$ cat src/rtl/sram_port_ctrl_128x64.sv
// Request-side controller for one port of the 128x64 byte-writable SRAM wrapper:
// valid/ready requests in, active-low macro strobes out, read data buffered in a credit-managed FIFO.
module sram_port_ctrl_128x64 #(
    parameter int CLEAR_ON_RESET = 1,
    parameter int RSPDEPTH       = 2
) (
    input  logic        clk,
    input  logic        reset,
    input  logic        ReqValid,
    output logic        ReqReady,
    input  logic        ReqWrite,
    input  logic [6:0]  ReqAdr,
    input  logic [63:0] ReqData,
    input  logic [7:0]  ReqByteEn,
    output logic        RspValid,
    input  logic        RspReady,
    output logic [63:0] RspData,
    output logic        InitDone,
    output logic        CEB,
    output logic        WEB,
    output logic [6:0]  A,
    output logic [63:0] D,
    output logic [63:0] BWEB,
    input  logic [63:0] Q
);

    localparam int PW = (RSPDEPTH > 1) ? $clog2(RSPDEPTH) : 1;
    localparam int CW = $clog2(RSPDEPTH + 1);

    localparam logic [0:0] ST_CLEAR = 1'b0;
    localparam logic [0:0] ST_READY = 1'b1;
    localparam logic [0:0] ST_RESET = (CLEAR_ON_RESET != 0) ? ST_CLEAR : ST_READY;

    logic [0:0]    r_state;
    logic [6:0]    r_clr_cnt;
    logic          r_rd_in_flight;
    logic [63:0]   r_fifo [RSPDEPTH];
    logic [PW-1:0] r_wr_ptr;
    logic [PW-1:0] r_rd_ptr;
    logic [CW-1:0] r_count;

    logic          w_init_done;
    logic          w_clearing;
    logic          w_pop;
    logic          w_issue;
    logic [CW:0]   w_occupancy;
    logic [63:0]   w_bit_mask;

    function automatic logic [PW-1:0] f_next_ptr(input logic [PW-1:0] ptr);
        return (ptr == PW'(RSPDEPTH - 1)) ? '0 : ptr + PW'(1);
    endfunction

    // Reset gates the outputs combinationally so the macro is idle the instant reset rises.
    assign w_init_done = (r_state == ST_READY) & ~reset;
    assign w_clearing  = (r_state == ST_CLEAR) & ~reset;

    assign RspValid    = (r_count != '0);
    assign RspData     = r_fifo[r_rd_ptr];
    assign InitDone    = w_init_done;
    assign w_pop       = RspValid & RspReady;

    // A slot is reserved for every outstanding read, so the FIFO cannot overflow.
    assign w_occupancy = {1'b0, r_count} + {{CW{1'b0}}, r_rd_in_flight};
    assign ReqReady    = w_init_done & ((w_occupancy < (CW+1)'(RSPDEPTH)) | w_pop);
    assign w_issue     = ReqValid & ReqReady;

    always_comb begin
        for (int i = 0; i < 8; i++) begin
            w_bit_mask[8*i +: 8] = {8{ReqByteEn[i]}};
        end
    end

    // NOTE: every output gets a default first so no path leaves it unassigned (no latch).
    always_comb begin
        CEB  = 1'b1;
        WEB  = 1'b1;
        BWEB = '1;
        A    = ReqAdr;
        D    = ReqData;
        if (reset) begin
            A = '0;
            D = '0;
        end else if (w_clearing) begin
            CEB  = 1'b0;
            WEB  = 1'b0;
            BWEB = '0;
            A    = r_clr_cnt;
            D    = '0;
        end else if (w_issue) begin
            CEB = 1'b0;
            if (ReqWrite) begin
                WEB  = 1'b0;
                BWEB = ~w_bit_mask;
            end
        end
    end

    // NOTE: state registers use non-blocking assignments so every block sees pre-edge values.
    always_ff @(posedge clk or posedge reset) begin
        if (reset) begin
            r_state        <= ST_RESET;
            r_clr_cnt      <= '0;
            r_rd_in_flight <= 1'b0;
        end else begin
            r_rd_in_flight <= w_issue & ~ReqWrite;
            if (r_state == ST_CLEAR) begin
                r_clr_cnt <= r_clr_cnt + 7'd1;
                if (r_clr_cnt == 7'd127) begin
                    r_state <= ST_READY;
                end
            end
        end
    end

    always_ff @(posedge clk or posedge reset) begin
        if (reset) begin
            r_wr_ptr <= '0;
            r_rd_ptr <= '0;
            r_count  <= '0;
        end else begin
            if (r_rd_in_flight) begin
                r_wr_ptr <= f_next_ptr(r_wr_ptr);
            end
            if (w_pop) begin
                r_rd_ptr <= f_next_ptr(r_rd_ptr);
            end
            r_count <= r_count + CW'(r_rd_in_flight) - CW'(w_pop);
        end
    end

    // NOTE: the tiny FIFO storage is reset on purpose so RspData reads zero out of reset.
    always_ff @(posedge clk or posedge reset) begin
        if (reset) begin
            for (int i = 0; i < RSPDEPTH; i++) begin
                r_fifo[i] <= '0;
            end
        end else if (r_rd_in_flight) begin
            r_fifo[r_wr_ptr] <= Q;
        end
    end

endmodule

$ cat config.mk
export PLATFORM = sky130hd
export DESIGN_NAME = sram_port_ctrl_128x64
export DESIGN_NICKNAME = d
export VERILOG_FILES = /design/src/rtl/sram_port_ctrl_128x64.sv
export SDC_FILE = /design/constraint.sdc
export NUM_CORES = 1
export LEC_CHECK = 0
export BUFFER_PORTS_ARGS = -buffer_cell sky130_fd_sc_hd__buf_2
export CAP_MARGIN = 10
export CORE_AREA = 2 2 137 139
export DETAILED_ROUTE_END_ITERATION = 8
export DIE_AREA = 0 0 139 141
export GPL_TIMING_DRIVEN = 0
export PLACE_DENSITY_LB_ADDON = 0.15
export SYNTH_ARGS = -nofsm -noshare
export SYNTH_HDL_FRONTEND = slang
export SYNTH_SLANG_ARGS = --single-unit
$ cat constraint.sdc
create_clock -name clk -period 7.65 [get_ports clk]
set_input_delay 0.765 -clock clk [delete_from_list [all_inputs] [get_ports clk]]
set_output_delay 0.765 -clock clk [all_outputs]
set_load 0.02 [all_outputs]
==> out/results.txt <==
The final critical path takes up 41.00% of the cycle. The tightest min-delay check is of the flip-flop to flip-flop type. The post-synthesis register bit count is 141. The later-pin clock latency in the skew report is 0.41 ns.

The tools report the startpoint class of the critical path as an input port. At the end of routability-driven placement, the weighted congestion stood at 0.7954. The average routed wire per standard cell is 17.49 um, and the row count is 50. The worst setup path is of the input port to output pin kind. For this design the total switching power over the nets is 0.7211 mW. The tools report the global-route wire length before repair as 30560 um.

In this run the remaining antenna-violating nets after routing total 0. The share of async-settable or async-resettable flops after synthesis is 100.0%. The share of total power dissipated in the clock network is 35.2%. Dividing total power by cell area gives a power density of 236.5 nW/um^2.

The worst register-to-register path has a setup slack of 5.90 ns. Detailed placement finished with a half-perimeter wire length of 15630 um. The area growth from synthesis to layout is 37.15%, and the max-cap check violation count is 0. Synthesis produced a netlist whose cell count is 542.

The run finished with clean final reports. The proportion of power drawn by combinational gates was 30.0%. The capturing element type of the critical path is an output pin.

The run gives 1160 as the number of standard cells in the final layout excluding fillers. Data arrives at the worst endpoint at 2.37 ns. The overall die area is 19600 um^2, and the detailed-route vias per instance is 4.541. The library cells used most frequently in the layout, excluding fill and tap cells, are sky130_fd_sc_hd__buf_2, sky130_fd_sc_hd__mux2_2, sky130_fd_sc_hd__dfrtp_1. Internal power comes to 1.603 mW.

After synthesis the cells add up to 7167 um^2. The run gives 34.8% as the share of total power in sequential cells. The starting density of the core was 39.23%; the top-level I/O count was 352.

The final core area utilization was 53.81%. In the synthesized netlist the dominant register cell turns out to be sky130_fd_sc_hd__dfrtp_1. The final non-filler cell area is 9829 um^2.

The analysis attributes to cell leakage a power of 4.997 nW. In this run the vertical extent of the chip is 141 um. The worst register-to-register path begins at r_count[0]$_DFF_PP0_. The floorplan step set the die width to 139 um.

Post-CTS timing repair inserted 0 buffers for setup. The number of antenna violations at the first check in global routing came out at 1. TritonCTS built the clock tree. Of the total power, the share spent switching nets is 31.02%.

The instance area at placement was 9244 um^2. For the final routed DRC violation total, the log shows 0. The run gives 0 as the final global-route overflow total. Setup repair after global routing left no endpoint under its margin. Entering global routing, the biggest net connects 90 pins.

The run gives 693 as the post-synth net total. STA puts the critical path data required time at 6.88 ns. In this run the most critical hold path is launched from r_count[1]$_DFF_PP0_. For the final database, setup skew stands at 0.004506 ns. In this run the deepest clock path goes through 2 buffers.

For the worst max-slew margin expressed relative to the limit, the log shows 39.91%. The final layout contains 1063 nets. Share of layout cells above drive strength 1: 71.65%. The clock buffer count from CTS came out at 17. The layout filler cell count came out at 1672.

The tools report the root buffer cell as sky130_fd_sc_hd__clkbuf_16. The pre-antenna-repair detailed-routing pass consisted of 4 iterations. The worst-case IR drop observed on VDD is 190.3 uV. In this run, post-CTS repair resized a total of 0 instances.

Number of enable-type register cells in the synthesized netlist: 0. Number of hold violations in the final report: 0. At the pin with the least slew margin, the transition time is 0.8896 ns. The peak fanout along the critical path was 10.

Input and output buffers added on the ports amount to 350. After synthesis, flip-flops and latches occupy 49.23% of the total area. Number of sinks on the clock net: 141. The total area inside the core boundary comes to 18270 um^2.

The clock transition at the registers of the reported paths was 0.06 ns. The run gives 20.44% as the all-layer global routing usage. The smallest clock period supported by the final layout is computed as 3.137 ns.

After clock tree synthesis, the flow added hold-fix buffers numbering 0. The overall via count from detail_route was 5267. The tools report the final-report setup violation count as 0. Summed over all layers, the routed wires come to 20290 um. Averaged over all synthesized cells, the footprint is 13.22 um^2. The Yosys step of the flow raised 0 warnings. The critical path starts at reset. Leaving out fill and tap cells, the most frequent cell in the layout is sky130_fd_sc_hd__buf_2.

For this run, the top clock speed supported by timing is 318.8 MHz. Yosys mapped the design onto 30 distinct sky130hd cell types. The H-tree was split into 4 levels. After the first detailed-routing iteration, the DRC count stood at 199. Setup slack closes at 4.513 ns. The final setup TNS is 0 ns, and the number of global-route vias before repair is 5490. The number of max-slew violations in the final report is 0. The logs give 4.480 ns for the setup slack after placement and 2.324 mW for the power after layout.

Including well taps, the total number of placed cells is 1127. Hold is met by 0.4884 ns.
==> final cells by class <==
type	instances	area, um^2	area share, %
clock inverter	12	147.6	1.502
sequential	141	3528	35.90
multi-input combinational	313	2974	30.26
buffer	85	653.1	6.645
antenna	2	5.005	0.05092
clock buffer	19	432.9	4.404
inverter	3	16.27	0.1655
tap	234	292.8	2.979
timing repair buffer	351	1779	18.10
==> Yosys cell counts (3+ instances only) <==
library cell	number	area, um^2
sky130_fd_sc_hd__xnor2_1	8	70.07
sky130_fd_sc_hd__inv_1	3	11.26
sky130_fd_sc_hd__mux2i_1	6	60.06
sky130_fd_sc_hd__clkbuf_2	5	25.02
sky130_fd_sc_hd__buf_2	10	50.05
sky130_fd_sc_hd__buf_6	10	112.6
sky130_fd_sc_hd__dfrtp_1	141	3528
sky130_fd_sc_hd__nor2_1	9	33.78
sky130_fd_sc_hd__buf_4	56	420.4
sky130_fd_sc_hd__mux2_2	193	2173
sky130_fd_sc_hd__a21oi_1	10	50.05
sky130_fd_sc_hd__ha_1	3	37.54
sky130_fd_sc_hd__and2_1	66	412.9
sky130_fd_sc_hd__clkbuf_8	3	41.29
==> routing by layer <==
| metal | GRT usage [%] | vias to the layer above | share of wire (%) |
|---|---|---|---|
| li1 | - | 2549 | - |
| met4 | 7.018 | 0 | 1.9 |
| met5 | 0 | - | 0 |
| met2 | 33.63 | 181 | 49 |
| met1 | 26.79 | 2513 | 43 |
| met3 | 4.654 | 24 | 5.4 |
==> cell families (layout without fill, tap and decap cells) <==
| kind of cell | after synthesis | in the layout | synth area share, % |
|---|---|---|---|
| XOR/XNOR | 10 | 10 | 1.222 |
| flip-flops | 141 | 141 | 49.23 |
| buffers and inverters | 88 | 470 | 9.270 |
| AO/OA/AOI/OAI | 14 | 14 | 1.205 |
| other | 0 | 2 | 0 |
| AND/OR/NAND/NOR | 87 | 87 | 7.385 |
| multiplexers | 199 | 199 | 31.16 |
| adder cells (fa/ha/maj) | 3 | 3 | 0.5238 |
==> worst max-delay path, cell delays in order <==
cell,delay [ns]
sky130_fd_sc_hd__buf_2,0.24
sky130_fd_sc_hd__nor2b_4,0.09
sky130_fd_sc_hd__o2111a_1,0.24
sky130_fd_sc_hd__a21oi_1,0.66
sky130_fd_sc_hd__buf_4,0.22
sky130_fd_sc_hd__buf_2,0.15
==> power by group through the flow <==
stage / Clock, mW / Sequential (mW) / Combinational (mW)
final: 0.817 / 0.810 / 0.697
after global routing: 0.874 / 0.814 / 0.743
after CTS: 0.835 / 0.809 / 0.710
after detailed placement: 0 / 0.823 / 0.706
after global placement: 0 / 0.822 / 0.702
after floorplan: 0 / 0.817 / 0.475
==> state kept, by name, indices dropped and copies added (netlist names) <==
signal,flops
r_fifo,128
r_rd_ptr,1
r_wr_ptr,1
r_rd_in_flight,1
r_clr_cnt,7
r_state,1
r_count,2
==> worst paths after layout <==
| kind | cells after the start | endpoint |
|---|---|---|
| worst max-delay path | 6 | BWEB[23] |
| worst min-delay path | 1 | r_count[1]$_DFF_PP0_ |
| worst max register to register | 7 | r_count[1]$_DFF_PP0_ |
| worst min register to register | 1 | r_count[1]$_DFF_PP0_ |
| max in group asynchronous | 3 | r_fifo[37]$_DFFE_PP0P_ |
| min in group asynchronous | 2 | r_clr_cnt[1]$_DFFE_PP0N_ |
Power figures use the tool's default switching activity.
